[config.mk]
export PLATFORM = sky130hd
export DESIGN_NAME = pcm_downlink_capture
export DESIGN_NICKNAME = d
export VERILOG_FILES = /design/src/rtl/pcm_downlink_capture.sv
export SDC_FILE = /design/constraint.sdc
export NUM_CORES = 1
export LEC_CHECK = 0
export ABC_CLOCK_PERIOD_IN_PS = 5830
export CAP_MARGIN = 25
export CORE_MARGIN = 3
export CORE_UTILIZATION = 60
export CTS_CLUSTER_SIZE = 16
export DETAILED_ROUTE_END_ITERATION = 16
export PLACE_DENSITY = 0.84
export SLEW_MARGIN = 15
export SYNTH_ARGS = -nofsm -noshare
export SYNTH_HDL_FRONTEND = slang
export SYNTH_SLANG_ARGS = --single-unit
export TNS_END_PERCENT = 100
[constraint.sdc]
create_clock -name clk -period 5.83 [get_ports clk]
set_input_delay 0.8745 -clock clk [delete_from_list [all_inputs] [get_ports clk]]
set_output_delay 0.8745 -clock clk [all_outputs]
set_load 0.02 [all_outputs]
[src/rtl/pcm_downlink_capture.sv]
// Captures AGC telemetry downlink frames (DKSTRT/DKBSNC/DKEND framing, DKDATA MSB first)
// into WORD_BITS-wide words, buffers them in a FWFT FIFO and keeps frame statistics.
module pcm_downlink_capture #(
    parameter int WORD_BITS  = 40,
    parameter int FIFO_DEPTH = 8,
    parameter int TIMEOUT    = 65535
) (
    input  logic                 clk,
    input  logic                 rst,
    input  logic                 dkstrt,
    input  logic                 dkbsnc,
    input  logic                 dkend,
    input  logic                 dkdata,
    output logic [WORD_BITS-1:0] out_data,
    output logic                 out_valid,
    input  logic                 out_ready,
    input  logic                 clr_status,
    output logic                 overflow,
    output logic [15:0]          good_count,
    output logic [15:0]          err_count,
    output logic                 busy
);

    localparam int AW = $clog2(FIFO_DEPTH);
    localparam int CW = $clog2(WORD_BITS + 2);
    localparam int TW = $clog2(TIMEOUT + 1);
    localparam logic [CW-1:0] CNT_FULL = CW'(WORD_BITS);
    localparam logic [CW-1:0] CNT_SAT  = CW'(WORD_BITS + 1);
    localparam logic [TW-1:0] TMO      = TW'(TIMEOUT);

    typedef enum logic {ST_IDLE = 1'b0, ST_SHIFT = 1'b1} state_t;

    logic [2:0] strt_q, bsnc_q, end_q;
    logic [1:0] data_q;
    logic       strt_rise_s, bsnc_rise_s, end_rise_s, data_s;

    state_t                state_q, state_d;
    logic [WORD_BITS-1:0]  sr_q, sr_d, sr_shift_s;
    logic [CW-1:0]         cnt_q, cnt_d, cnt_upd_s;
    logic [TW-1:0]         timer_q, timer_d;
    logic                  push_s, good_inc_s, err_inc_s;

    logic [WORD_BITS-1:0]  mem_q [FIFO_DEPTH];
    logic [AW:0]           wr_ptr_q, wr_ptr_d, rd_ptr_q, rd_ptr_d;
    logic [AW-1:0]         rd_addr_next_s;
    logic                  full_s, empty_s, pop_s, wr_en_s, drop_s;
    logic [WORD_BITS-1:0]  head_next_s, out_data_q, out_data_d;
    logic                  out_valid_q, out_valid_d;
    logic                  overflow_q, busy_q;
    logic [15:0]           good_q, err_q;

    // Input synchronizers; the third flop of each strobe provides the rising-edge reference
    always_ff @(posedge clk) begin
        if (rst) begin
            strt_q <= 3'b000;
            bsnc_q <= 3'b000;
            end_q  <= 3'b000;
            data_q <= 2'b00;
        end else begin
            strt_q <= {strt_q[1:0], dkstrt};
            bsnc_q <= {bsnc_q[1:0], dkbsnc};
            end_q  <= {end_q[1:0], dkend};
            data_q <= {data_q[0], dkdata};
        end
    end

    assign strt_rise_s = strt_q[1] & ~strt_q[2];
    assign bsnc_rise_s = bsnc_q[1] & ~bsnc_q[2];
    assign end_rise_s  = end_q[1] & ~end_q[2];
    assign data_s      = data_q[1];

    // Frame FSM next-state: shift first, then end, restart and timeout in priority order
    always_comb begin
        state_d    = state_q;
        sr_d       = sr_q;
        cnt_d      = cnt_q;
        timer_d    = timer_q;
        sr_shift_s = sr_q;
        cnt_upd_s  = cnt_q;
        push_s     = 1'b0;
        good_inc_s = 1'b0;
        err_inc_s  = 1'b0;
        case (state_q)
            ST_IDLE: begin
                if (strt_rise_s) begin
                    state_d = ST_SHIFT;
                    sr_d    = '0;
                    cnt_d   = '0;
                    timer_d = '0;
                end else begin
                    state_d = ST_IDLE;
                end
            end
            ST_SHIFT: begin
                if (bsnc_rise_s) begin
                    sr_shift_s = {sr_q[WORD_BITS-2:0], data_s};
                    cnt_upd_s  = (cnt_q == CNT_SAT) ? cnt_q : cnt_q + 1'b1;
                end else begin
                    sr_shift_s = sr_q;
                    cnt_upd_s  = cnt_q;
                end
                sr_d  = sr_shift_s;
                cnt_d = cnt_upd_s;
                if (strt_rise_s || bsnc_rise_s || end_rise_s) begin
                    timer_d = '0;
                end else begin
                    timer_d = timer_q + 1'b1;
                end
                if (end_rise_s) begin
                    if (cnt_upd_s == CNT_FULL) begin
                        good_inc_s = 1'b1;
                        push_s     = 1'b1;
                    end else begin
                        err_inc_s = 1'b1;
                    end
                    if (strt_rise_s) begin
                        sr_d  = '0;
                        cnt_d = '0;
                    end else begin
                        state_d = ST_IDLE;
                    end
                end else if (strt_rise_s) begin
                    err_inc_s = 1'b1;
                    sr_d      = '0;
                    cnt_d     = '0;
                end else if (!bsnc_rise_s && timer_q == TMO) begin
                    err_inc_s = 1'b1;
                    state_d   = ST_IDLE;
                end else begin
                    state_d = ST_SHIFT;
                end
            end
            default: begin
                state_d = ST_IDLE;
            end
        endcase
    end

    // Frame FSM state, shift register, bit counter and inactivity timer
    always_ff @(posedge clk) begin
        if (rst) begin
            state_q <= ST_IDLE;
            sr_q    <= '0;
            cnt_q   <= '0;
            timer_q <= '0;
            busy_q  <= 1'b0;
        end else begin
            state_q <= state_d;
            sr_q    <= sr_d;
            cnt_q   <= cnt_d;
            timer_q <= timer_d;
            busy_q  <= (state_d != ST_IDLE);
        end
    end

    // FIFO control; the new head bypasses memory when it is written this very cycle
    always_comb begin
        full_s         = (wr_ptr_q[AW] != rd_ptr_q[AW]) && (wr_ptr_q[AW-1:0] == rd_ptr_q[AW-1:0]);
        empty_s        = (wr_ptr_q == rd_ptr_q);
        pop_s          = !empty_s && out_ready;
        wr_en_s        = push_s && (!full_s || pop_s);
        drop_s         = push_s && full_s && !pop_s;
        wr_ptr_d       = wr_en_s ? wr_ptr_q + 1'b1 : wr_ptr_q;
        rd_ptr_d       = pop_s ? rd_ptr_q + 1'b1 : rd_ptr_q;
        rd_addr_next_s = rd_ptr_d[AW-1:0];
        if (wr_en_s && (wr_ptr_q[AW-1:0] == rd_addr_next_s)) begin
            head_next_s = sr_shift_s;
        end else begin
            head_next_s = mem_q[rd_addr_next_s];
        end
        out_valid_d = (wr_ptr_d != rd_ptr_d);
        out_data_d  = out_valid_d ? head_next_s : out_data_q;
    end

    // FIFO storage, pointers and registered head
    always_ff @(posedge clk) begin
        if (rst) begin
            for (int i = 0; i < FIFO_DEPTH; i++) begin
                mem_q[i] <= '0;
            end
            wr_ptr_q    <= '0;
            rd_ptr_q    <= '0;
            out_data_q  <= '0;
            out_valid_q <= 1'b0;
        end else begin
            if (wr_en_s) begin
                mem_q[wr_ptr_q[AW-1:0]] <= sr_shift_s;
            end
            wr_ptr_q    <= wr_ptr_d;
            rd_ptr_q    <= rd_ptr_d;
            out_data_q  <= out_data_d;
            out_valid_q <= out_valid_d;
        end
    end

    // Statistics: saturating counters and sticky overflow, clear has priority
    always_ff @(posedge clk) begin
        if (rst || clr_status) begin
            good_q     <= 16'h0000;
            err_q      <= 16'h0000;
            overflow_q <= 1'b0;
        end else begin
            if (good_inc_s && good_q != 16'hFFFF) begin
                good_q <= good_q + 16'd1;
            end
            if (err_inc_s && err_q != 16'hFFFF) begin
                err_q <= err_q + 16'd1;
            end
            if (drop_s) begin
                overflow_q <= 1'b1;
            end
        end
    end

    assign out_data   = out_data_q;
    assign out_valid  = out_valid_q;
    assign overflow   = overflow_q;
    assign good_count = good_q;
    assign err_count  = err_q;
    assign busy       = busy_q;

endmodule

-- Word-level counts from Yosys, hierarchy flattened
Memory sizes are Yosys's and may differ from the RTL's. A register that Yosys moved wholly into a read port is not among the register bits.
Index checks and enable logic that the tools add are counted.
W data, S select, Z words.
- flip-flop bits (word level): 116
- bits in writable memories: 320
- input port bits: 8
- output and inout port bits: 75
- memories kept: 1
- memories (memory ; words ; width ; read ports ; clocked after Yosys merged registers in ; wr ports ; line ; source):
    mem_q ; 8 ; 40 ; 1 ; 1 ; 8 ; 43 ; logic [WORD_BITS-1:0] mem_q [FIFO_DEPTH];
- add/sub/neg operators: 6
- equal/unequal tests: 10
- mux-type cells: 37
- bitwise gates (word level): 7
- reduce and logical (&&, ||, !) cells: 17
- operators by type and width (kind ; number):
    $mux W40 ; 5
    $pmux W40 S2 ; 1
    $add A16 B1 Y16 const B ; 3
    $reduce_or A40 Y1 ; 1
    $mux W16 ; 2
    $ne A16 B16 Y1 const B ; 2
    $pmux W16 S2 ; 1
    $mux W6 ; 5
    $mux W1 ; 18
    $eq A16 B16 Y1 const B ; 1
    $eq A6 B6 Y1 const B ; 2
    $pmux W6 S2 ; 1
    $add A4 B1 Y4 const B ; 2
    $logic_and A1 B1 Y1 ; 8
    $mux W4 ; 2
    $add A6 B1 Y6 const B ; 1
    $eq A4 B4 Y1 ; 1
    $logic_not A1 Y1 ; 4
    $logic_or A1 B1 Y1 ; 4
    $ne A4 B4 Y1 ; 1
    $not A1 Y1 ; 4
    $and A1 B1 Y1 ; 3
    $eq A3 B3 Y1 ; 1
    $mux W3 ; 1
    other kinds (3) ; 3

-- Logic depth before layout (Yosys ltp)
Gate-level depths: netlist of the first run.
- depth in word-level cells: 14
- mapped depth: 11

-- Worst setup path after synthesis of the first run
OpenSTA, ideal clock, no wires.
- kind: register to register
- from: register cnt_q[1]
- to: memory mem_q[1][0] (enable)
- library setup time: 0.404 ns
- data arrival time: 2.963 ns
- setup slack: 2.463 ns
- stages on the path, launching flop included: 11
- path buffers: 1
- clock period less this slack: 3.367 ns
- cells stage by stage: dfxtp_1 inv_1 ha_1 a21oi_1 nor2b_1 o311ai_1 nand4_1 clkbuf_1 nor3_1 nand3_1 nand2b_1
- RTL lines (item ; line ; source):
    start, declared ; 39 ; logic [CW-1:0] cnt_q, cnt_d, cnt_upd_s;
    start signal, assigned ; 150 ; cnt_q <= cnt_d;
    end, declared ; 43 ;

-- Worst setup path in the final report of the first run
- from: register rd_ptr_q[1]
- to: register out_data_q[17] (netlist: out_data[17]) (read register of mem_q)
- word-level cells in the longest chain between the ends: 7
- elaborated cells between the ends (all ways): 12
- ends and longest elaborated chain (item ; line ; source):
    start, declared ; 44 ; logic [AW:0] wr_ptr_q, wr_ptr_d, rd_ptr_q, rd_ptr_d;
    start signal, assigned ; 190 ; rd_ptr_q <= rd_ptr_d;
    $eq A4 B4 Y1 or $eq A3 B3 Y1 (tied branches) ; 159, 158 ;
    $logic_not A1 Y1 or $logic_and A1 B1 Y1 (tied branches) ; 160, 158 ;
    $logic_and A1 B1 Y1 or $logic_not A1 Y1 (tied branches) ; 160, 161 ;
    $logic_or A1 B1 Y1 ; 161 ; wr_en_s = push_s && (!full_s || pop_s);
    $logic_and A1 B1 Y1 ; 161 ;
    $mux W4 ; 163 ; wr_ptr_d = wr_en_s ? wr_ptr_q + 1'b1 : wr_ptr_q;
    $ne A4 B4 Y1 ; 171 ; out_valid_d = (wr_ptr_d != rd_ptr_d);
    end, declared ; 47 ; logic [WORD_BITS-1:0] head_next_s, out_data_q, out_data_d;
Several ways; a longest one is shown, not always the timed one.
A chain may end at the register's enable or synchronous reset.

==> flow_summary_export.csv, run 1 <==
group,metric,value,unit
outcome,run_status,"finished, final reports clean",
floorplanning,pin_count,83,
route,antenna_left,0,
synth,synth_cells,2308,
placement,io_buffers,82,
sta,finClkSkew,19.1,ps
worst_hold_path,min-delay-start,"strt_q[0]",
route,vias_per_cell,6.54,
clocking,cts_tree,"done",
synth,netlist_area,23600,sq um
sta,finalCritPeriodShare,76.7,%
clocking,h-tree-depth,2,
run,maxCapViolCount,0,
power_and_ir_drop,p_leak,8.39,nW
worst_hold_path,holdPathStages,1,
sta,relSlewSlack,27.9,%
floorplanning,die_w,204,um
final_layout,diodes,0,
worst_setup_path,crit_end,"out_data[17]",
sta,finalSetupTns,0,ps
worst_setup_path,crit_type,"flop to flop",
synth,syn_area_per_cell,10.2,sq um
worst_setup_path,reg2reg_setup_slack,1360,ps
clocking,post-cts-setup-buffer-count,0,
sta,setup_viol,0,
synth,synth_area_leaders,"edfxtp_1, dfxtp_1, mux2i_1",
route,dr.pass1.iters,6,
power_and_ir_drop,irDropWorstVdd,0.252,mV
worst_setup_path,critPathArrivalTime,4950,ps
route,dr_total_vias,18600,
route,wirelength,62.1,mm
placement,routabilityCongestion,0.834,
synth,yosys_most_used_dff,"edfxtp_1",
worst_setup_path,cp.required,6310,ps
floorplanning,core-area,38700,sq um
clocking,cts.repair.resized,0,
clocking,path_clk_slew,60,ps
power_and_ir_drop,p_sw_share,21.4,%
final_layout,area_delta_synth_final,12.6,%
final_layout,nets,2303,
synth,synth-seq-cells,476,
route,drt_iter0_markers,1776,
sta,tightest_slew,1080,ps
worst_setup_path,r2r_start,"rd_ptr_q[1]",
sta,fmax,224,MHz
clocking,numCtsBuffers,49,
worst_setup_path,ff2ff_path_depth,8,
synth,synth_nets,2323,
synth,synth_cell_types,50,
sta,drv_slew,0,
final_layout,final_core_utilization,68.7,%
worst_setup_path,startpoint,"rd_ptr_q[1]",
clocking,cts_hold_buf,0,
synth,async_flop_share,0,%
worst_setup_path,start_kind,"flop",
floorplanning,die_y,204,um
global_routing,grt_first_pass_wirelength,97.6,mm
clocking,clkLatencyLatePin,590,ps
floorplanning,dieArea,41800,sq um
route,drc,0,
global_routing,grt.overflow.total,0,
floorplanning,start_util,61.0,%
worst_setup_path,worst_setup_path_end_kind,"flop",
route,wl_per_cell,21.8,um
worst_setup_path,path_max_fanout,74,
clocking,numClockSinks,476,
power_and_ir_drop,seqPwrFrac,51.6,%
final_layout,final_cell_mix,"nor2_1, edfxtp_1, mux2i_1",
synth,synth_top_area_share,40.7,%
power_and_ir_drop,switching_power,0.00156,W
final_layout,final_common_cell,"nor2_1",
worst_hold_path,hp-class,"flop to flop",
global_routing,antenna_found_initial,0,
synth,synth_area_leader_cell,"edfxtp_1",
synth,yosysSeqAreaShare,53.9,%
clocking,root_buffer,"clkbuf_16",
power_and_ir_drop,power.internal,0.00575,W
sta,rsz0062_at_grt,"no",
power_and_ir_drop,comb_power_share,3.9,%
placement,dp_hpwl,34.8,mm
global_routing,grt_usage,29.3,%
global_routing,grt_max_degree,91,
power_and_ir_drop,power.share.clock,44.5,%
worst_setup_path,r2r-end,"out_data[17]",
sta,final_hold_viol_count,0,
final_layout,layout-drive-gt1-share,6.78,%
global_routing,grt_pass1_vias,18600,
clocking,cts_max_path_buffers,3,
power_and_ir_drop,powerDensity,275,nW/um^2
floorplanning,std_cell_rows,72,
synth,synth-edff-count,320,
sta,fin_crit,4470,ps
synth,yosys_warnings,0,
-- registers in the layout (all words and copies together), names as in the netlist, 3 cells and up --
register and count:
mem_q 320, out_data 40, sr_q 40, err_count 16
good_count 16, timer_q 16, cnt_q 6, rd_ptr_q 4
wr_ptr_q 4, bsnc_q 3, end_q 3, strt_q 3
-- synth_stat cells, drive strengths merged, types with 4 or more instances --
cell type  count
nor2         441
edfxtp       320
mux2i        239
clkbuf       170
a211oi       162
nand2        160
dfxtp        156
a21oi        140
nor2b        140
o211ai        43
a32o          39
a32oi         39
nand3         27
buf           26
xnor2         26
xor2          24
nor3          17
nand4         15
o21ai         15
nor4          13
and3          12
nand2b         9
and2           7
ha             7
a311oi         6
inv            6
or3            6
a22oi          5
a31oi          4
-- power groups by stage --
stage / Sequential (W) / Combinational [W] / Clock [W]
after CTS: 0.00377 / 0.000280 / 0.00327
after detailed placement: 0.00384 / 0.000277 / 0
after global routing: 0.00378 / 0.000312 / 0.00341
after global placement: 0.00383 / 0.000262 / 0
final: 0.00377 / 0.000285 / 0.00326
after floorplan: 0.00382 / 0.000201 / 0
-- critical path: stages (launching register included) --
cell	delay [ps]
dfxtp_4	1030
xor2_1	300
o41ai_4	410
buf_4	470
a211oi_1	190
or3_1	400
or3_2	900
o211a_1	390
a211oi_1	260
-- routing by layer --
layer	up-vias	GRT usage [%]	part of all wire, %
met5	-	0	0
met3	192	5.91	9.6
li1	8394	-	-
met1	9045	36.5	38
met4	0	13.5	3.6
met2	979	49.4	49
-- worst min-delay path by stage --
stage                      to  slack (ps)
detailed placement  strt_q[1]         430
finish              strt_q[1]         440
CTS                 strt_q[1]         440
global route        strt_q[1]         460
floorplan           bsnc_q[1]         410
global placement    strt_q[1]         420
-- cell families after synthesis --
kind of cell | count (synthesis) | share of synthesized area [%]
adders and majority gates | 7 | 0.371
muxes | 239 | 10.1
xor gates and xnor gates | 50 | 1.85
DFF | 476 | 53.9
and+or+nand+nor | 865 | 16.4
AOI/OAI and AO/OA | 469 | 14.0
buffers and inverters | 202 | 3.29
-- per-stage QoR --
stage	total power [W]	setup WS [ps]	instances	area [sq um]	hold slack [ps]
6_report	0.00731	1360	2847	26600	441
3_3_place_gp	0.00409	1690	2746	24700	423
4_1_cts	0.00732	1450	2840	26500	444
2_1_floorplan	0.00402	2460	2308	23600	414
5_1_grt	0.00750	1240	2847	26600	462
3_5_place_dp	0.00411	1480	2748	24800	429
-- area by class of cell --
cell class / count / area [sq um]
flip-flops and latches: 476 / 12700
clock buffers: 67 / 1430
clock inverters: 25 / 259
multi-input cells: 1630 / 10200
repair buffers: 125 / 1270
inverters: 6 / 22.5
fillers: 2764 / 12100
well taps: 518 / 648
No activity file was read; power rests on OpenSTA's default activity.
==> run 2, diff against run 1 <==
- ABC_CLOCK_PERIOD_IN_PS: 5830 -> 4100
- CORE_UTILIZATION: 60 -> 56
- PLACE_DENSITY: 0.84 -> 0.83
- clock period: 5.83 -> 4.1 ns (I/O delays scaled with it)
==> flow_summary_export.csv, run 2 (synthesis gave the netlist of run 1 again) <==
group,metric,value,unit
outcome,run_status,"finished, final reports clean",
placement,io_buffers,82,
worst_setup_path,cp.required,4530,ps
global_routing,grt_busiest_layer,"met2",
final_layout,area_delta_synth_final,13.7,%
sta,rsz0062_at_grt,"no",
route,drc,0,
floorplanning,dieArea,44700,sq um
sta,setup_viol,0,
power_and_ir_drop,comb_power_share,4.1,%
sta,drv_slew,0,
worst_setup_path,critPathArrivalTime,3970,ps
clocking,cts.repair.resized,0,
worst_hold_path,hp-class,"flop to flop",
worst_setup_path,crit_type,"flop to flop",
power_and_ir_drop,irDropWorstVdd,0.356,mV
placement,dp_cells,2790,
route,antenna_left,0,
final_layout,nets,2327,
global_routing,antenna_found_initial,0,
route,wirelength,63.0,mm
placement,routabilityCongestion,0.824,
sta,setup_slack,559,ps
power_and_ir_drop,powerDensity,385,nW/um^2
route,dr.pass1.iters,5,
route,dr_total_vias,18700,
route,vias_per_cell,6.50,
floorplanning,core-area,41300,sq um
global_routing,use_met2,48.0,%
sta,fin_crit,3540,ps
floorplanning,pin_count,83,
worst_setup_path,reg2reg_setup_slack,560,ps
global_routing,met1_usage,35.1,%
clocking,post-cts-setup-buffer-count,0,
final_layout,fillCellCount,3000,
global_routing,grt_pass1_vias,18800,
power_and_ir_drop,power.share.clock,44.1,%
sta,tightest_slew,991,ps
sta,relSlewSlack,32.0,%
power_and_ir_drop,power.internal,0.00811,W
power_and_ir_drop,seqPwrFrac,51.8,%
global_routing,grt_first_pass_wirelength,98.5,mm
clocking,clkLatencyLatePin,610,ps
route,wl_per_cell,21.8,um
global_routing,met3_usage,4.80,%
floorplanning,std_cell_rows,74,
global_routing,grt_usage,27.7,%
sta,finalSetupTns,0,ps
final_layout,final_cell_count_no_fill,2885,
final_layout,layout-drive-gt1-share,7.35,%
power_and_ir_drop,p_leak,8.49,nW
placement,dpl_worst_slack,656,ps
sta,fmax,282,MHz
global_routing,grt.overflow.total,0,
clocking,h-tree-depth,2,
floorplanning,start_util,57.2,%
clocking,root_buffer,"clkbuf_16",
final_layout,final_cell_mix,"nor2_1, edfxtp_1, mux2i_1",
clocking,numClockSinks,476,
final_layout,final_common_cell,"nor2_1",
final_layout,largest_reg_flops,320,
worst_setup_path,worst_setup_path_end_kind,"flop",
worst_setup_path,path_max_fanout,28,
final_layout,diodes,0,
global_routing,grt_max_degree,170,
final_layout,regMostFlops,"mem_q",
clocking,cts_max_path_buffers,3,
clocking,cts_hold_buf,0,
power_and_ir_drop,p_sw_share,21.5,%
sta,final_hold_viol_count,0,
clocking,path_clk_slew,60,ps
placement,dp_hpwl,35.6,mm
sta,finalCritPeriodShare,86.4,%
power_and_ir_drop,switching_power,0.00222,W
route,drt_iter0_markers,1742,
clocking,cts_tree,"done",
sta,finClkSkew,31.4,ps
run,maxCapViolCount,0,
worst_setup_path,start_kind,"flop",
floorplanning,die_y,211,um
clocking,numCtsBuffers,49,
final_layout,register_area,12700,sq um
final_layout,multi_input_area,10200,sq um
floorplanning,die_w,211,um
==> run 2: cell types whose count changed in the layout (fill, tap and decap cells not counted), sizes merged <==
cell / delta
buf: +26
bufinv: -1
clkbuf: +5
clkinv: -3
clkinvlp: -3
==> run 2: area by class of cell <==
type / instances / share of cell area [%]
Inverter: 6 / 0.0838
Clock inverter: 18 / 0.810
Clock buffer: 74 / 5.33
Tap cell: 532 / 2.48
Timing Repair Buffer: 149 / 5.78
Multi-Input combinational cell: 1630 / 38.1
Sequential cell: 476 / 47.4
==> run 2: worst max-delay path: stages (launching register included) <==
cell and delay (ps):
dfxtp_1 330, nor2b_1 580, nand2_1 110, o311ai_1 320, nand4_1 450, or2_2 480
or3_2 700, buf_12 290, nor2_1 120
==> run 2: final timing paths <==
check	end	cells after the start	startpoint
worst max-delay path	mem_q[7][36]	8	bsnc_q[1]
worst min-delay path	end_q[1]	1	end_q[0]
worst max register to register	mem_q[7][36]	8	bsnc_q[1]
worst min register to register	end_q[1]	1	end_q[0]
==> run 2: stage by stage <==
stage                     power [W]  hold WS (ps)  utilization, %  cell area [sq um]
after floorplan             0.00572           414               -              23600
after global placement      0.00583           420            60.9              25200
after detailed placement    0.00587           432            60.9              25200
after CTS                    0.0104           437            64.9              26800
after global routing         0.0106           454            65.1              26900
final                        0.0103           432            65.1              26900
==> run 2: metal layers <==
| metal | vias up | part of all wire (%) | wire, um |
|---|---|---|---|
| li1 | 8445 | - | - |
| met1 | 9158 | 38 | 24000 |
| met2 | 978 | 50 | 31300 |
| met3 | 168 | 9.2 | 5780 |
| met4 | 0 | 3.1 | 1960 |
| met5 | - | 0 | 0 |
==> run 2: power by group through the flow <==
stage / registers (W) / logic, W / clock network [W]
6_report: 0.00535 / 0.000424 / 0.00455
2_1_floorplan: 0.00543 / 0.000285 / 0
5_1_grt: 0.00537 / 0.000462 / 0.00479
3_5_place_dp: 0.00545 / 0.000414 / 0
4_1_cts: 0.00535 / 0.000417 / 0.00458
3_3_place_gp: 0.00543 / 0.000391 / 0
